File: src/rtl/flex_countdown_timer_if.sv
// Interface bundling the control and status signals of flex_countdown_timer.
//   master : drives clear/load/load_val/auto_reload/count_enable, observes status
//   slave  : the timer itself; observes controls, drives count_out/expire_flag/busy
// clk and rst are kept as plain ports on the timer and are not part of this bundle.
interface flex_countdown_timer_if #(
   parameter int unsigned NUM_CNT_BITS = 4
);
   logic                    clear;
   logic                    load;
   logic [NUM_CNT_BITS-1:0] load_val;
   logic                    auto_reload;
   logic                    count_enable;
   logic [NUM_CNT_BITS-1:0] count_out;
   logic                    expire_flag;
   logic                    busy;

   modport master (
      output clear, load, load_val, auto_reload, count_enable,
      input  count_out, expire_flag, busy
   );

   modport slave (
      input  clear, load, load_val, auto_reload, count_enable,
      output count_out, expire_flag, busy
   );
endinterface

File: src/rtl/flex_countdown_timer.sv
// Loadable down-counter with one-shot or periodic expiry.
// Ports:
//   clk  : rising-edge clock
//   rst  : synchronous active-high reset
//   bus  : slave modport of flex_countdown_timer_if
//            clear        synchronous abort to IDLE, count 0
//            load         capture load_val (0 = return to IDLE) and start counting
//            load_val     start/reload value
//            auto_reload  1 = periodic, 0 = one-shot (sampled at expiry only)
//            count_enable decrement strobe, honoured only while running
//            count_out    registered current count
//            expire_flag  registered one-cycle pulse on expiry
//            busy         high while running
// Priority per edge: rst > clear > load > count_enable.
module flex_countdown_timer #(
   parameter int unsigned NUM_CNT_BITS = 4
) (
   input logic                   clk,
   input logic                   rst,
   flex_countdown_timer_if.slave bus
);

   localparam logic [NUM_CNT_BITS-1:0] CntZero = '0;
   localparam logic [NUM_CNT_BITS-1:0] CntOne  = NUM_CNT_BITS'(1);

   typedef enum logic {StIdle, StRun} state_e;

   state_e                  state_q,  state_d;
   logic [NUM_CNT_BITS-1:0] count_q,  count_d;
   logic [NUM_CNT_BITS-1:0] reload_q, reload_d;
   logic                    expire_q, expire_d;

   always_comb begin
      state_d  = state_q;
      count_d  = count_q;
      reload_d = reload_q;
      expire_d = 1'b0;

      if (bus.clear) begin
         state_d = StIdle;
         count_d = CntZero;
      end else if (bus.load) begin
         // A zero load acts as a stop; the reload value is kept.
         if (bus.load_val != CntZero) begin
            count_d  = bus.load_val;
            reload_d = bus.load_val;
            state_d  = StRun;
         end else begin
            count_d = CntZero;
            state_d = StIdle;
         end
      end else if ((state_q == StRun) && bus.count_enable) begin
         if (count_q > CntOne) begin
            count_d = count_q - CntOne;
         end else if (count_q == CntOne) begin
            expire_d = 1'b1;
            if (bus.auto_reload) begin
               count_d = reload_q;
            end else begin
               count_d = CntZero;
               state_d = StIdle;
            end
         end else begin
            // Zero while running is unreachable; fall back to IDLE rather than wrap.
            state_d = StIdle;
         end
      end
   end

   always_ff @(posedge clk) begin
      if (rst) begin
         state_q  <= StIdle;
         count_q  <= CntZero;
         reload_q <= CntZero;
         expire_q <= 1'b0;
      end else begin
         state_q  <= state_d;
         count_q  <= count_d;
         reload_q <= reload_d;
         expire_q <= expire_d;
      end
   end

   assign bus.count_out   = count_q;
   assign bus.expire_flag = expire_q;
   assign bus.busy        = (state_q == StRun);

endmodule

File: src/flat_wrapper.sv
// flat-port wrapper written by rule: the top's interface ports become plain ports
module flex_countdown_timer_flat 
#(
   parameter int unsigned NUM_CNT_BITS = 4
)
  (clk, rst, bus_clear, bus_load, bus_load_val, bus_auto_reload, bus_count_enable, bus_count_out, bus_expire_flag, bus_busy);
  flex_countdown_timer_if #(.NUM_CNT_BITS(NUM_CNT_BITS)) bus_i ();
  input logic clk;
  input logic rst;
  input wire logic [$bits(bus_i.clear)-1:0] bus_clear;
  input wire logic [$bits(bus_i.load)-1:0] bus_load;
  input wire logic [$bits(bus_i.load_val)-1:0] bus_load_val;
  input wire logic [$bits(bus_i.auto_reload)-1:0] bus_auto_reload;
  input wire logic [$bits(bus_i.count_enable)-1:0] bus_count_enable;
  output wire logic [$bits(bus_i.count_out)-1:0] bus_count_out;
  output wire logic [$bits(bus_i.expire_flag)-1:0] bus_expire_flag;
  output wire logic [$bits(bus_i.busy)-1:0] bus_busy;
  assign bus_i.clear = bus_clear;
  assign bus_i.load = bus_load;
  assign bus_i.load_val = bus_load_val;
  assign bus_i.auto_reload = bus_auto_reload;
  assign bus_i.count_enable = bus_count_enable;
  assign bus_count_out = bus_i.count_out;
  assign bus_expire_flag = bus_i.expire_flag;
  assign bus_busy = bus_i.busy;
  flex_countdown_timer #(.NUM_CNT_BITS(NUM_CNT_BITS)) u_core (.clk(clk), .rst(rst), .bus(bus_i));
endmodule
File: config.mk
export PLATFORM = sky130hd
export DESIGN_NAME = flex_countdown_timer_flat
export DESIGN_NICKNAME = d
export VERILOG_FILES = /design/src/rtl/flex_countdown_timer_if.sv /design/src/rtl/flex_countdown_timer.sv /design/src/flat_wrapper.sv
export SDC_FILE = /design/constraint.sdc
export NUM_CORES = 1
export LEC_CHECK = 0
export CAP_MARGIN = 20
export CORE_MARGIN = 2
export CORE_UTILIZATION = 38
export CTS_BUF_LIST = sky130_fd_sc_hd__clkbuf_16
export DETAILED_ROUTE_END_ITERATION = 12
export GPL_ROUTABILITY_DRIVEN = 0
export GPL_TIMING_DRIVEN = 0
export MAX_ROUTING_LAYER = met4
export PLACE_DENSITY = 0.69
export SYNTH_ARGS = -nofsm -noshare
export SYNTH_HDL_FRONTEND = slang
export SYNTH_SLANG_ARGS = --single-unit
File: constraint.sdc
create_clock -name clk -period 1.9 [get_ports clk]
set_input_delay 0.475 -clock clk [delete_from_list [all_inputs] [get_ports clk]]
set_output_delay 0.475 -clock clk [all_outputs]
set_load 0.005 [all_outputs]
Yosys cells after proc, flatten, opt, wreduce, memory -nomap -nowiden
Cells that the tools add are included.
{ "word_totals": {"ff_bits": 10, "out_inout_bits": 6, "wordCells": 33} }
{ "classes": {"addsub": 1, "magnitude_cmp": 1, "n_eq_ne": 3, "mux": 13, "n_bitwise": 2, "n_reduce_logical": 9} }
{ "ops": {"columns": ["operator", "count"], "rows": [
  ["4-bit 2-to-1 mux", 6],
  ["1-bit 2-to-1 mux", 7],
  ["3-bit AND reduction", 2],
  ["5-bit OR reduction", 1],
  ["4-bit by 1-bit equality test with 1-bit output, second input constant", 1],
  ["4-bit by 1-bit greater-than comparator with 1-bit output, second input constant", 1],
  ["4-bit nonzero test", 1],
  ["4-bit by 1-bit subtractor with 4-bit output, second input constant", 1],
  ["3-bit != test, second input constant", 1],
  ["3-bit nonzero test", 1],
  ["2-bit != test, second input constant", 1],
  ["1-bit NOT", 2],
  ["2-bit AND reduction", 1],
  ["2-bit nonzero test", 1],
  ["2-bit OR reduction", 1],
  ["1-bit logical AND", 1]
]} }

Longest topological paths before layout
{ "logic_depth": {"word_depth": 5, "depth_mapped": 6} }

Least setup slack after synthesis
Ideal clock, no wire load.
{ "synth_timing": {"path_type": "register to register", "from": "reg u_core.count_q[0] (netlist: u_core.bus.count_out[0])", "to": "reg u_core.count_q[3] (netlist: u_core.bus.count_out[3])", "setup_ns": 0.123, "t_arrival_ns": 1.365, "t_required_ns": 1.777, "path_slack_ns": 0.412, "stages_incl_launch_ff": 7, "path_buffers": 0, "path_cell_list": "dfxtp_1 inv_1 ha_1 nor2b_1 a21o_4 a311oi_1 o21ai_1"} }
{ "synth_between": {"elab_chain_cells": 4, "word_cells_on_any_way": 8} }
{ "synth_rtl": {"columns": ["element", "line", "rtl"], "rows": [
  ["start, declared", "flex_countdown_timer.sv:29", "logic [NUM_CNT_BITS-1:0] count_q, count_d;"],
  ["start signal, assigned", "flex_countdown_timer.sv:73", "count_q <= CntZero;"],
  ["start signal, assigned", "flex_countdown_timer.sv:78", "count_q <= count_d;"],
  ["4-bit by 1-bit subtractor with 4-bit output / 4-bit by 1-bit greater-than comparator with 1-bit output (equally long branches)", "flex_countdown_timer.sv:54, flex_countdown_timer.sv:53", null],
  ["4-bit 2-to-1 mux", "flex_countdown_timer.sv:53", "if (count_q > CntOne) begin"],
  ["4-bit 2-to-1 mux", "flex_countdown_timer.sv:52", "end else if ((state_q == StRun) && bus.count_enable) begin"],
  ["4-bit 2-to-1 mux", "flex_countdown_timer.sv:42", "end else if (bus.load) begin"]
]} }
Parallel ways exist; a longest one is shown, timed or not. The select of a mux whose other input is x is not followed.
A chain may end at the register's enable or synchronous reset.

Final worst setup path
{ "layout_timing": {"from": "reg u_core.count_q[2] (netlist: u_core.bus.count_out[2])", "to": "out bus_count_out[2]"} }
{ "layout_rtl": {"columns": ["element", "line", "rtl"], "rows": [
  ["end, declared", "flat_wrapper.sv:15", "output wire logic [$bits(bus_i.count_out)-1:0] bus_count_out;"]
]} }
No word-level cell between the ends.

==> reports/metrics.yaml <==
syn_to_final_growth_pct: 42.7
path_cells: "clkdlybuf4s50_1"
cp-start-kind: "flip-flop"
grt_use_total: 0.175
dieArea_mm2: 0.00186
synth_top_area_frac: 0.343
period_needed_ps: 1720
nets: 101
grt_max_degree: 9
post_cts_buffers: 0
cap_violations: 0
setup_violations: 0
status: "finished, final reports clean"
diodes: 0
slew_viol_final: 0
ctsHoldBuffers: 0
yosys_warnings: 0
hold_viol_final: 0
core_region_area_mm2: 0.00147
cpLargestDelayFamily: "buffers and inverters"
rsz0062_at_grt: "false"
clock_latency_ps: 240
async_flop_share: 0
ys.flop_type: "dfxtp_1"
synth.most_common_cell: "dfxtp_1"
cp_max_fo: 7
firstDrtPassIters: 4
start_util: 0.396
synthTopCellsByArea: "dfxtp_1 (34%), mux2i_1 (6.9%), nand3_1 (5.2%)"
dp_hpwl_mm: 1.06
netlist_area_um2: 583
power_uw: 694
clock-sinks: 10
placement.cell_area_um2: 753
fill_cells: 138
cts_resized: 0
drive_gt1_frac: 0.102
overflow: 0
critPathKind: "flip-flop to output pin"
relSlewSlack: 0.701
avgSynthCellArea_um2: 8.45
die_h_um: 43.2
fin_ws_ps: 182
cp_data_arrival_time_ps: 1240
cts.clk_slew.worst_paths_ps: 40
cts-root-buf: "clkbuf_16"
fin_skew_ps: 4.22
min_path_type: "flip-flop to flip-flop"
power_density_mw_per_mm2: 834
worstMarginPinSlew_ps: 445
io_pins: 16
finalInstanceArea_um2: 832
drtAntennaViolNets: 0
synth-edff-count: 0
critPathMaxStageDelay_ps: 550
post-place-ws_ps: -4.64
synth_seq_area_share: 0.343
ys_ff_latch: 10
finalCritPeriodShare: 0.904
yosys.area.top_type: "dfxtp_1"
drt_iter0_drc: 23
die_w_um: 43.2
fmax_mhz: 582
clock_path_buffers: 2
port_buffers: 15
num_rows: 14
wl_mm: 1.41
vias: 598
required_ps: 1420
worst-path-buf-inv: 1
synth_cell_types: 30
h-tree-depth: 1
grt_pass1_wl_mm: 2.33
whs_ps: 483
numCtsBuffers: 3
leakage_uw: 0.000309
viasPerCell: 5.75
crit_slowest_cell: "clkdlybuf4s50_1"
syn-num-nets: 81
irDropWorstVdd_mv: 0.500
synthCells: 69
yosys-top-cells-count: "dfxtp_1 (10), nor2_1 (8), nand3_1 (6)"
cts_tree: "yes"
grt_antenna_before_repair: 0
wl_per_cell_um: 13.6
route.detailed.drc: 0
crit_path_end_kind: "output pin"
grt_pass1_vias: 561
[kinds of logic after synthesis]
| family | Yosys count | synth area share |
|---|---|---|
| adder cells (fa/ha/maj) | 2 | 0.0429 |
| AO/OA/AOI/OAI | 17 | 0.208 |
| multiplexers | 5 | 0.0880 |
| AND/OR/NAND/NOR | 30 | 0.283 |
| flip-flops | 10 | 0.343 |
| buffers and inverters | 5 | 0.0343 |
[worst paths after layout]
path | depth (start not counted) | end | slack (ps) | start
hold reg to reg | 2 | u_core.bus.expire_flag | 480 | u_core.bus.busy
hold / removal | 2 | u_core.bus.expire_flag | 480 | u_core.bus.busy
setup reg to reg | 6 | u_core.bus.count_out[2] | 300 | u_core.bus.count_out[0]
setup / recovery | 1 | bus_count_out[2] | 180 | u_core.bus.count_out[2]
[cell usage in the layout, fill, tap and decap left out, drive strengths merged]
master,count
a21oi,1
nor4,2
nand3,6
a311oi,1
nor3,6
clkbuf,4
nor2b,2
inv,4
mux2i,4
o21bai,1
o21ai,6
ha,2
nand4b,1
o211a,1
a211o,1
a21o,2
nand4,1
a31oi,2
clkdlybuf4s50,15
clkinv,1
o211ai,1
o2111ai,1
nand2,3
nor2,9
dfxtp,10
mux2,1
[per-layer routing]
metal / vias to the layer above / global-route usage / wire length (um)
met3: 6 / 0.0596 / 97
met5: - / - / 0
met2: 25 / 0.272 / 658
met1: 269 / 0.189 / 607
li1: 298 / - / -
met4: 0 / 0.109 / 46
[power by group]
group | leakage (uW) | total (uW) | switching, uW | internal [uW]
registers | 0.0000816 | 226 | 6.68 | 219
logic | 0.000189 | 89.4 | 44.6 | 44.8
clock network | 0.0000385 | 379 | 103 | 276
total | 0.000309 | 694 | 154 | 540
[worst min-delay path, cell delays in order (launching register included)]
cell and delay (ps):
dfxtp_1 320, nand4_1 80, nor2_1 40
[state kept, by name (all words and copies together), names as in the netlist]
name	count
u_core.bus.busy	1
u_core.reload_q	4
u_core.bus.count_out	4
u_core.bus.expire_flag	1
[stage by stage]
step,TNS (ps),utilization,std cells
after floorplan,0,-,69
after global placement,0,0.512,100
after detailed placement,-8.43,0.512,100
after CTS,0,0.565,104
after global routing,0,0.565,104
final,0,0.565,104
[final cells by class]
class / instances / area (um^2) / area share
well taps: 16 / 20.0 / 0.0241
repair buffers: 15 / 150 / 0.180
clock inverters: 1 / 3.75 / 0.00451
inverters: 4 / 15.0 / 0.0180
plain buffers: 1 / 5.00 / 0.00602
flip-flops and latches: 10 / 200 / 0.241
multi-input cells: 54 / 363 / 0.436
clock buffers: 3 / 75.1 / 0.0902
Note: power is estimated with default switching activity, not from simulation.
